==> src/rtl/legv8_mem_controller.sv <==
// ---------------------------------------------------------------------------
// legv8_mem_controller
//
// Purpose: sequences single LDUR/STUR accesses from a LEGv8 pipeline onto a
// synchronous 64-bit data RAM. The request/response handshake uses
// valid/ready. Every access takes the path IDLE -> WRITE|READ -> RESP -> IDLE,
// so one access completes every 3 cycles when the response is always consumed.
//
// Optional feature (macro MEM_BOUNDS_CHECK_EN):
//   defined   - misaligned, out-of-range (word >= MEMORY_WORDS) and high-address
//               (req_addr[63:16] != 0) requests skip the RAM entirely and
//               answer with rsp_error = 1.
//   undefined - no checking. The word address is req_addr[15:3] and
//               rsp_error is always 0.
//
// Ports:
//   clock, reset_n          single clock; async active-low reset
//   req_valid/req_ready     request handshake (ready only in IDLE)
//   req_store               1 = store (STUR), 0 = load (LDUR)
//   req_addr, req_wdata     byte address, store data
//   rsp_valid/rsp_ready     response handshake
//   rsp_rdata, rsp_error    load data (0 for stores/errors), fault flag
//   mem_address, mem_in     RAM word address and write data
//   mem_write               RAM write enable (high for one cycle per store)
//   mem_out                 RAM read data (RAM refreshes it on negedge)
// ---------------------------------------------------------------------------
module legv8_mem_controller #(
  parameter int unsigned MEMORY_WORDS = 6000
) (
  input  logic        clock,
  input  logic        reset_n,
  input  logic        req_valid,
  output logic        req_ready,
  input  logic        req_store,
  input  logic [63:0] req_addr,
  input  logic [63:0] req_wdata,
  output logic        rsp_valid,
  input  logic        rsp_ready,
  output logic [63:0] rsp_rdata,
  output logic        rsp_error,
  output logic [12:0] mem_address,
  output logic [63:0] mem_in,
  output logic        mem_write,
  input  logic [63:0] mem_out
);

  typedef enum logic [1:0] {
    IDLE  = 2'd0,
    WRITE = 2'd1,
    READ  = 2'd2,
    RESP  = 2'd3
  } state_e;

  state_e      state_q, state_d;
  logic        live_q;
  logic [12:0] addr_q, addr_d;
  logic [63:0] wdata_q, wdata_d;
  logic [63:0] rdata_q, rdata_d;
  logic        error_q, error_d;
  logic        accept;
  logic        fault;
  logic [12:0] req_word;

  assign req_word = req_addr[15:3];

`ifdef MEM_BOUNDS_CHECK_EN
  assign fault = (req_addr[2:0] != 3'd0)
              || (req_addr[63:16] != 48'd0)
              || (32'(req_word) >= MEMORY_WORDS);
`else
  // Without checking, the untranslated address bits and the RAM size are
  // deliberately ignored. Folding them into this sink keeps that explicit.
  logic unused_addr_bits;
  assign unused_addr_bits = (^{req_addr[63:16], req_addr[2:0]})
                          ^ (MEMORY_WORDS == 0);
  assign fault = 1'b0;
`endif

  // live_q keeps req_ready low during reset and for the partial cycle after
  // release. Ready then rises on the first clock edge.
  assign req_ready   = live_q && (state_q == IDLE);
  assign accept      = req_valid && req_ready;

  // These outputs are decoded straight from the state register. An
  // asynchronous reset therefore drops mem_write/rsp_valid immediately.
  assign mem_write   = (state_q == WRITE);
  assign rsp_valid   = (state_q == RESP);
  assign mem_address = addr_q;
  assign mem_in      = wdata_q;
  assign rsp_rdata   = rdata_q;
  assign rsp_error   = error_q;

  always_comb begin
    // NOTE: every signal assigned here gets a default first. Otherwise a path
    // that skips an assignment would infer a latch.
    state_d = state_q;
    addr_d  = addr_q;
    wdata_d = wdata_q;
    rdata_d = rdata_q;
    error_d = error_q;

    unique case (state_q)
      IDLE: begin
        if (accept) begin
          rdata_d = 64'd0;
          error_d = 1'b0;
          if (fault) begin
            // A faulting request never touches the RAM, so the address and
            // data registers (and therefore the RAM pins) keep their values.
            error_d = 1'b1;
            state_d = RESP;
          end else begin
            addr_d  = req_word;
            wdata_d = req_wdata;
            state_d = req_store ? WRITE : READ;
          end
        end
      end
      WRITE: state_d = RESP;
      READ: begin
        // mem_out was refreshed at the negedge inside this cycle. It is
        // captured at the edge that leaves READ.
        rdata_d = mem_out;
        state_d = RESP;
      end
      RESP: begin
        if (rsp_ready) state_d = IDLE;
      end
      default: state_d = IDLE;
    endcase
  end

  // NOTE: sequential state uses non-blocking assignments only. All registers
  // then update together at the edge, with no ordering races between blocks.
  always_ff @(posedge clock or negedge reset_n) begin
    if (!reset_n) begin
      // NOTE: the datapath registers are reset as well as the state. They
      // drive outputs that must read 0 during reset.
      state_q <= IDLE;
      live_q  <= 1'b0;
      addr_q  <= 13'd0;
      wdata_q <= 64'd0;
      rdata_q <= 64'd0;
      error_q <= 1'b0;
    end else begin
      state_q <= state_d;
      live_q  <= 1'b1;
      addr_q  <= addr_d;
      wdata_q <= wdata_d;
      rdata_q <= rdata_d;
      error_q <= error_d;
    end
  end

endmodule

==> config.mk <==
export PLATFORM = sky130hd
export DESIGN_NAME = legv8_mem_controller
export DESIGN_NICKNAME = d
export VERILOG_FILES = /design/src/rtl/legv8_mem_controller.sv
export SDC_FILE = /design/constraint.sdc
export NUM_CORES = 1
export LEC_CHECK = 0
export CORE_AREA = 4 4 131 133
export CTS_CLUSTER_DIAMETER = 120
export CTS_CLUSTER_SIZE = 25
export DETAILED_ROUTE_END_ITERATION = 10
export DIE_AREA = 0 0 135 137
export PLACE_DENSITY = 0.75
export SYNTH_ARGS = -nofsm -noshare
export SYNTH_HDL_FRONTEND = slang
export SYNTH_SLANG_ARGS = --single-unit
export TNS_END_PERCENT = 5
==> constraint.sdc <==
create_clock -name clock -period 4.9 [get_ports clock]
set_clock_uncertainty 0.15 [all_clocks]
set_input_delay 0.98 -clock clock [delete_from_list [all_inputs] [get_ports clock]]
set_output_delay 0.98 -clock clock [all_outputs]
set_load 0.1 [all_outputs]
==> flow_summary.toml <==
[status]
status = "completed"

[synthesis]
yosys_synthesis_warning_count = 0
ys_top_cells_by_area = "dfrtp_1 68%, mux2_2 16%, a22o_1 11%, buf_2 2.1%, ha_1 1.2%"
synth_compound_area_frac = 0.110
ys_seq_elements = 144
synth_simple_gate_area_share = 0.00565
seq_area_frac_synth = 0.678
synthesis.area_um2 = 5320
synthDominantAreaCellType = "dfrtp_1"
post_synth_num_cell_types = 17
cell_count_after_synthesis = 330
synth_mux_area_frac = 0.169
synth_top_family_by_area = "multiplexers"
synth_top_cell_area_share = 0.678
post_synth_fa_ha_maj_area_fraction = 0.0118
post_synth.cell_area_avg_um2 = 16.1
mappedNetlistNets = 532
synth_xor_area_frac = 0

[floorplanning]
io-pin-count = 342
placementRows = 46
floorplan.initialDensity = 0.336
die_h_um = 137
dieArea_um2 = 18500
floorplan.core_area_um2 = 15800
die_width_um = 135

[cts]
cts_hold_buffers = 0
cts_root_buf = "clkbuf_16"
ctsResizeCount = 0
cts.sinks = 144
clock_tree.htree_level_count = 4
clock_tree_from_tritoncts = "yes"
insertion_delay_ns = 0.41
post_cts.repair.setup_buffers = 0
max-clock-path-buffers = 2
clock_pin_slew_worst_setup_and_hold_paths_ns = 0.06
cts-buffers-inserted = 17

[sta]
maxSlewHeadroom = 0.291
timing_max_transition_violations_final = 0
min_period_over_period = 0.770
hold_viol_final = 0
unrepaired_setup_endpoints_after_global_routing = "false"
timing.fmax_ghz = 0.265
finalSetupViolations = 0
fin_tns_setup_ns = 0
period_minus_slack_ns = 3.77
worst-slew-pin-transition_ns = 1.06

[run]
max-cap-violations = 0

[layout]
final_layout_fill_cell_count = 1258
most_frequent_cells_in_the_layout = "288 x clkdlybuf4s50_1, 144 x dfrtp_1, 77 x mux2_2, 64 x a22o_1, 17 x clkbuf_16"
regArea_um2 = 3600
area_growth_syn_to_layout_pct = 69.7
final_net_count = 821
final_design_area_no_fill_um2 = 9020
fraction_of_layout_instances_using_a_drive_strength_above_1 = 0.184
layout_commonest_cell = "clkdlybuf4s50_1"
n_antenna_cell = 0
multi_input_area_um2 = 1610
final-instance-count-excl-fill = 848

[critical_path]
timing.critical_path.cells = "inv_1 -> ha_1 -> and2_1 -> clkdlybuf4s50_1"
timing.setup.critical_path_class = "reg2out"
startpoint_type = "flop"
slowest_delay_ns = 1.15
highest_fanout_seen_on_the_critical_path = 5
required_ns = 3.77
timing.critical_path.to_type = "primary output"
crit_slowest_cell = "clkdlybuf4s50_1"
critical_path_arrival_ns = 2.64

[drt]
route.final.wire_length_um = 15800
drc = 0
initialDrtViolationCount = 137
wl_per_cell_um = 18.6
dr.pass1.iters = 5
antenna_nets_post_route = 0
vias = 4000
viasPerCell = 4.72

[place]
buffer_ports.inserted = 289
routabilityCongestion = 0.800
place_inst = 816
placed_area_um2 = 8420
detailedPlacementHpwl_um = 11600

[global_route]
wire_length_of_the_first_global_routing_pass_um = 24200
grt_start_max_net_pins = 114
first_global_vias = 4487
grt_util_all_layers = 0.169
total_gr_overflow = 0
grt_antenna_before_repair = 0

[min_path]
hold_path.class = "reg2reg"
kinds of logic after synthesis:
| kind of cell | Yosys count |
|---|---|
| muxes | 80 |
| adders and majority gates | 5 |
| buffers and inverters | 26 |
| and+or+nand+nor | 5 |
| other | 2 |
| AOI/OAI and AO/OA | 68 |
| DFF | 144 |
stage by stage:
step,setup WS (ns),hold WS [ns],util
6_report,1.13,0.351,0.570
2_1_floorplan,2.29,0.425,-
4_1_cts,1.09,0.355,0.570
5_1_grt,1.04,0.363,0.570
3_5_place_dp,1.55,0.340,0.532
3_3_place_gp,1.61,0.336,0.532
metal layers:
layer	wire length (µm)	vias up	GRT usage
li1	-	1778	-
met1	5720	2007	0.183
met5	0	-	0
met3	1470	30	0.0743
met2	8200	185	0.293
met4	372	0	0.0633
synthesized netlist by cell type (all sizes together):
| library cell | instances |
|---|---|
| conb | 2 |
| ha | 5 |
| nand3 | 1 |
| nor2b | 1 |
| mux2i | 3 |
| dfrtp | 144 |
| a22o | 64 |
| a21boi | 2 |
| mux2 | 77 |
| o21ai | 1 |
| buf | 23 |
| and2 | 1 |
| nand2 | 2 |
| inv | 3 |
| a21oi | 1 |
worst max-delay path: cells and delay by family (launching register included):
kind                       cells  cell delay [ns]
adders and majority gates      1             0.34
buffers and inverters          2             1.30
DFF                            1             0.41
and+or+nand+nor                1             0.18
layout make-up:
cell class / instances / share of cell area
multi-input combinational: 160 / 0.179
inverter: 3 / 0.00125
sequential: 144 / 0.399
tap: 216 / 0.0300
clock buffer: 21 / 0.0521
clock inverter: 11 / 0.0143
timing repair buffer: 293 / 0.324
registers in the layout (all words and copies together) (netlist names):
register,count
mem_address,13
rsp_rdata,64
mem_in,64
live_q,1
state_q,2
final timing paths:
kind | from | to | slack [ns] | cells after the start
max reg2reg | state_q[0] | rsp_rdata[53] | 2.36 | 6
min | mem_in[46] | mem_in[46] | 0.35 | 1
max | state_q[0] | req_ready | 1.13 | 4
min reg2reg | mem_in[46] | mem_in[46] | 0.35 | 1
min in group asynchronous | reset_n | mem_in[40] | 0.51 | 1
max in group asynchronous | reset_n | mem_in[61] | 2.94 | 2
Power is not shown: default switching activity piles up to over one toggle a cycle in this logic, so the estimate is an artifact.
==> RTL change, RTL diff (config.mk and constraints unchanged) <==
Build with the macro `MEM_BOUNDS_CHECK_EN` defined.
--- a/src/rtl/legv8_mem_controller.sv
+++ b/src/rtl/legv8_mem_controller.sv
@@ -24,6 +24,8 @@
 //   mem_write               RAM write enable (high for one cycle per store)
 //   mem_out                 RAM read data (RAM refreshes it on negedge)
 // ---------------------------------------------------------------------------
+`define MEM_BOUNDS_CHECK_EN
+
 module legv8_mem_controller #(
   parameter int unsigned MEMORY_WORDS = 6000
 ) (
Function: changed (a bounded check fails within 4 cycles, from zero or initial values and one cycle with reset_n low).
==> RTL change against the unedited design <==
- register-to-register slack worse by 490 ps
- setup slack better by 73 ps
- wire length up 19%
- cell area up 9.1%
- hold slack worse by 2.8 ps
- sequential share of layout area down 3.1 points
- area after synthesis up 3.7%
- final cell count up 9.4%
- core utilization up 5.2 points
- sequential cell count up 1
- largest cell class unchanged
==> RTL change: results <==
{
  "io_buffers": 341,
  "drt-met1-wl_mm": 6.69,
  "drt_first_pass_iters": 4,
  "arrival_ps": 2570,
  "grt_pass1_wl_mm": 27.6,
  "gp_congestion": 0.878,
  "clkLatencyLatePin_ps": 410,
  "post_cts_resized": 0,
  "hold_class": "flop to flop",
  "ys_top_cells_by_count": "145 x dfrtp_1, 64 x a22o_1, 58 x mux2_2",
  "drc": 0,
  "fillers": 1201,
  "grt_pass1_vias": 5019,
  "critPathMaxFanout": 6,
  "ys.warnings.count": 0,
  "ys_seq_area_frac": 0.658,
  "clockRootBuffer": "clkbuf_16",
  "instances_no_fill": 928,
  "leakage_nw": 4.42,
  "htreeDepth": 4,
  "detailed_place_hpwl_mm": 14.3,
  "met3WireLength_mm": 1.41,
  "grt_use_total": 0.197,
  "async_reset_ff_frac": 1.00,
  "cts.path.max_buffers": 2,
  "drt_iter0_drc": 126,
  "vias": 4466,
  "ys_types": 28,
  "status": "completed",
  "antenna_found_initial": 2,
  "drt-total-wl_mm": 18.7,
  "route.met2.wl_mm": 10.2,
  "peakVddDrop_uv": 389,
  "synth_fp_nets": 554,
  "top_layer_used": "met4",
  "fin_nets": 898,
  "clkSlewWorstSetupHoldPaths_ps": 60,
  "drive_gt1_frac": 0.166,
  "relSlewSlack": 0.284,
  "postCtsSetupRepairBufs": 0,
  "yosys-top-cells-area": "dfrtp_1 66%, mux2_2 12%, a22o_1 10%, mux2_4 5.2%, nor4_1 1.4%",
  "cts_inserted_buffers": 17,
  "grt_max_degree": 58,
  "dp_cells": 894,
  "syn_inst": 353
}
[RTL change: per-stage QoR]
stage                     total power [W]   util  setup slack (ps)  instance area (um^2)
after global routing              0.00652  0.622              1110                  9840
after detailed placement          0.00490  0.580               928                  9190
after global placement            0.00485  0.580              1050                  9190
after CTS                         0.00635  0.621              1160                  9830
final                             0.00630  0.622              1200                  9840
after floorplan                   0.00399      -              2150                  5510
[RTL change: cells by family after synthesis]
family	count (synthesis)	synth area share
DFF	145	0.658
adders and majority gates	4	0.00908
buffers and inverters	25	0.0206
and+or+nand+nor	27	0.0290
muxes	77	0.170
AOI/OAI and AO/OA	74	0.112
other	1	0.000680
[RTL change: final timing paths]
| check | start | cells after the start | to | slack, ps |
|---|---|---|---|---|
| worst min register to register | rsp_error$_DFFE_PN0P_ | 1 | rsp_error$_DFFE_PN0P_ | 350 |
| worst max register to register | state_q[0]$_DFFE_PN0P_ | 7 | mem_in[59]$_DFFE_PN0P_ | 1870 |
| worst max-delay path | state_q[0]$_DFFE_PN0P_ | 4 | req_ready | 1200 |
| max in group asynchronous | reset_n | 2 | rsp_rdata[21]$_DFFE_PN0P_ | 3180 |
| min in group asynchronous | reset_n | 1 | mem_in[3]$_DFFE_PN0P_ | 360 |
| worst min-delay path | rsp_error$_DFFE_PN0P_ | 1 | rsp_error$_DFFE_PN0P_ | 350 |
[RTL change: area by class of cell]
type,instances,area share
Sequential cell,145,0.369
Timing Repair Buffer,346,0.352
Multi-Input combinational cell,183,0.184
Clock buffer,19,0.0450
Tap cell,216,0.0275
Clock inverter,13,0.0210
Inverter,4,0.00153
Antenna cell,2,0.000509
[RTL change: power by group]
group          switching [W]  internal [W]  leakage, nW  total, W
Combinational        0.00241      0.000866         2.19   0.00327
Clock               0.000500      0.000918        0.314   0.00142
Sequential          0.000145       0.00146         1.92   0.00161
[RTL change: routing by layer]
layer | vias up | global-route usage
met5 | - | 0
li1 | 2009 | -
met4 | 0 | 0.0745
met3 | 27 | 0.0651
met1 | 2217 | 0.205
met2 | 213 | 0.368
[RTL change: worst max-delay path, cell delays in order (launching register included)]
cell and delay (ps):
dfrtp_1 420, inv_1 100, ha_1 310, and2_1 180
clkdlybuf4s50_1 1140
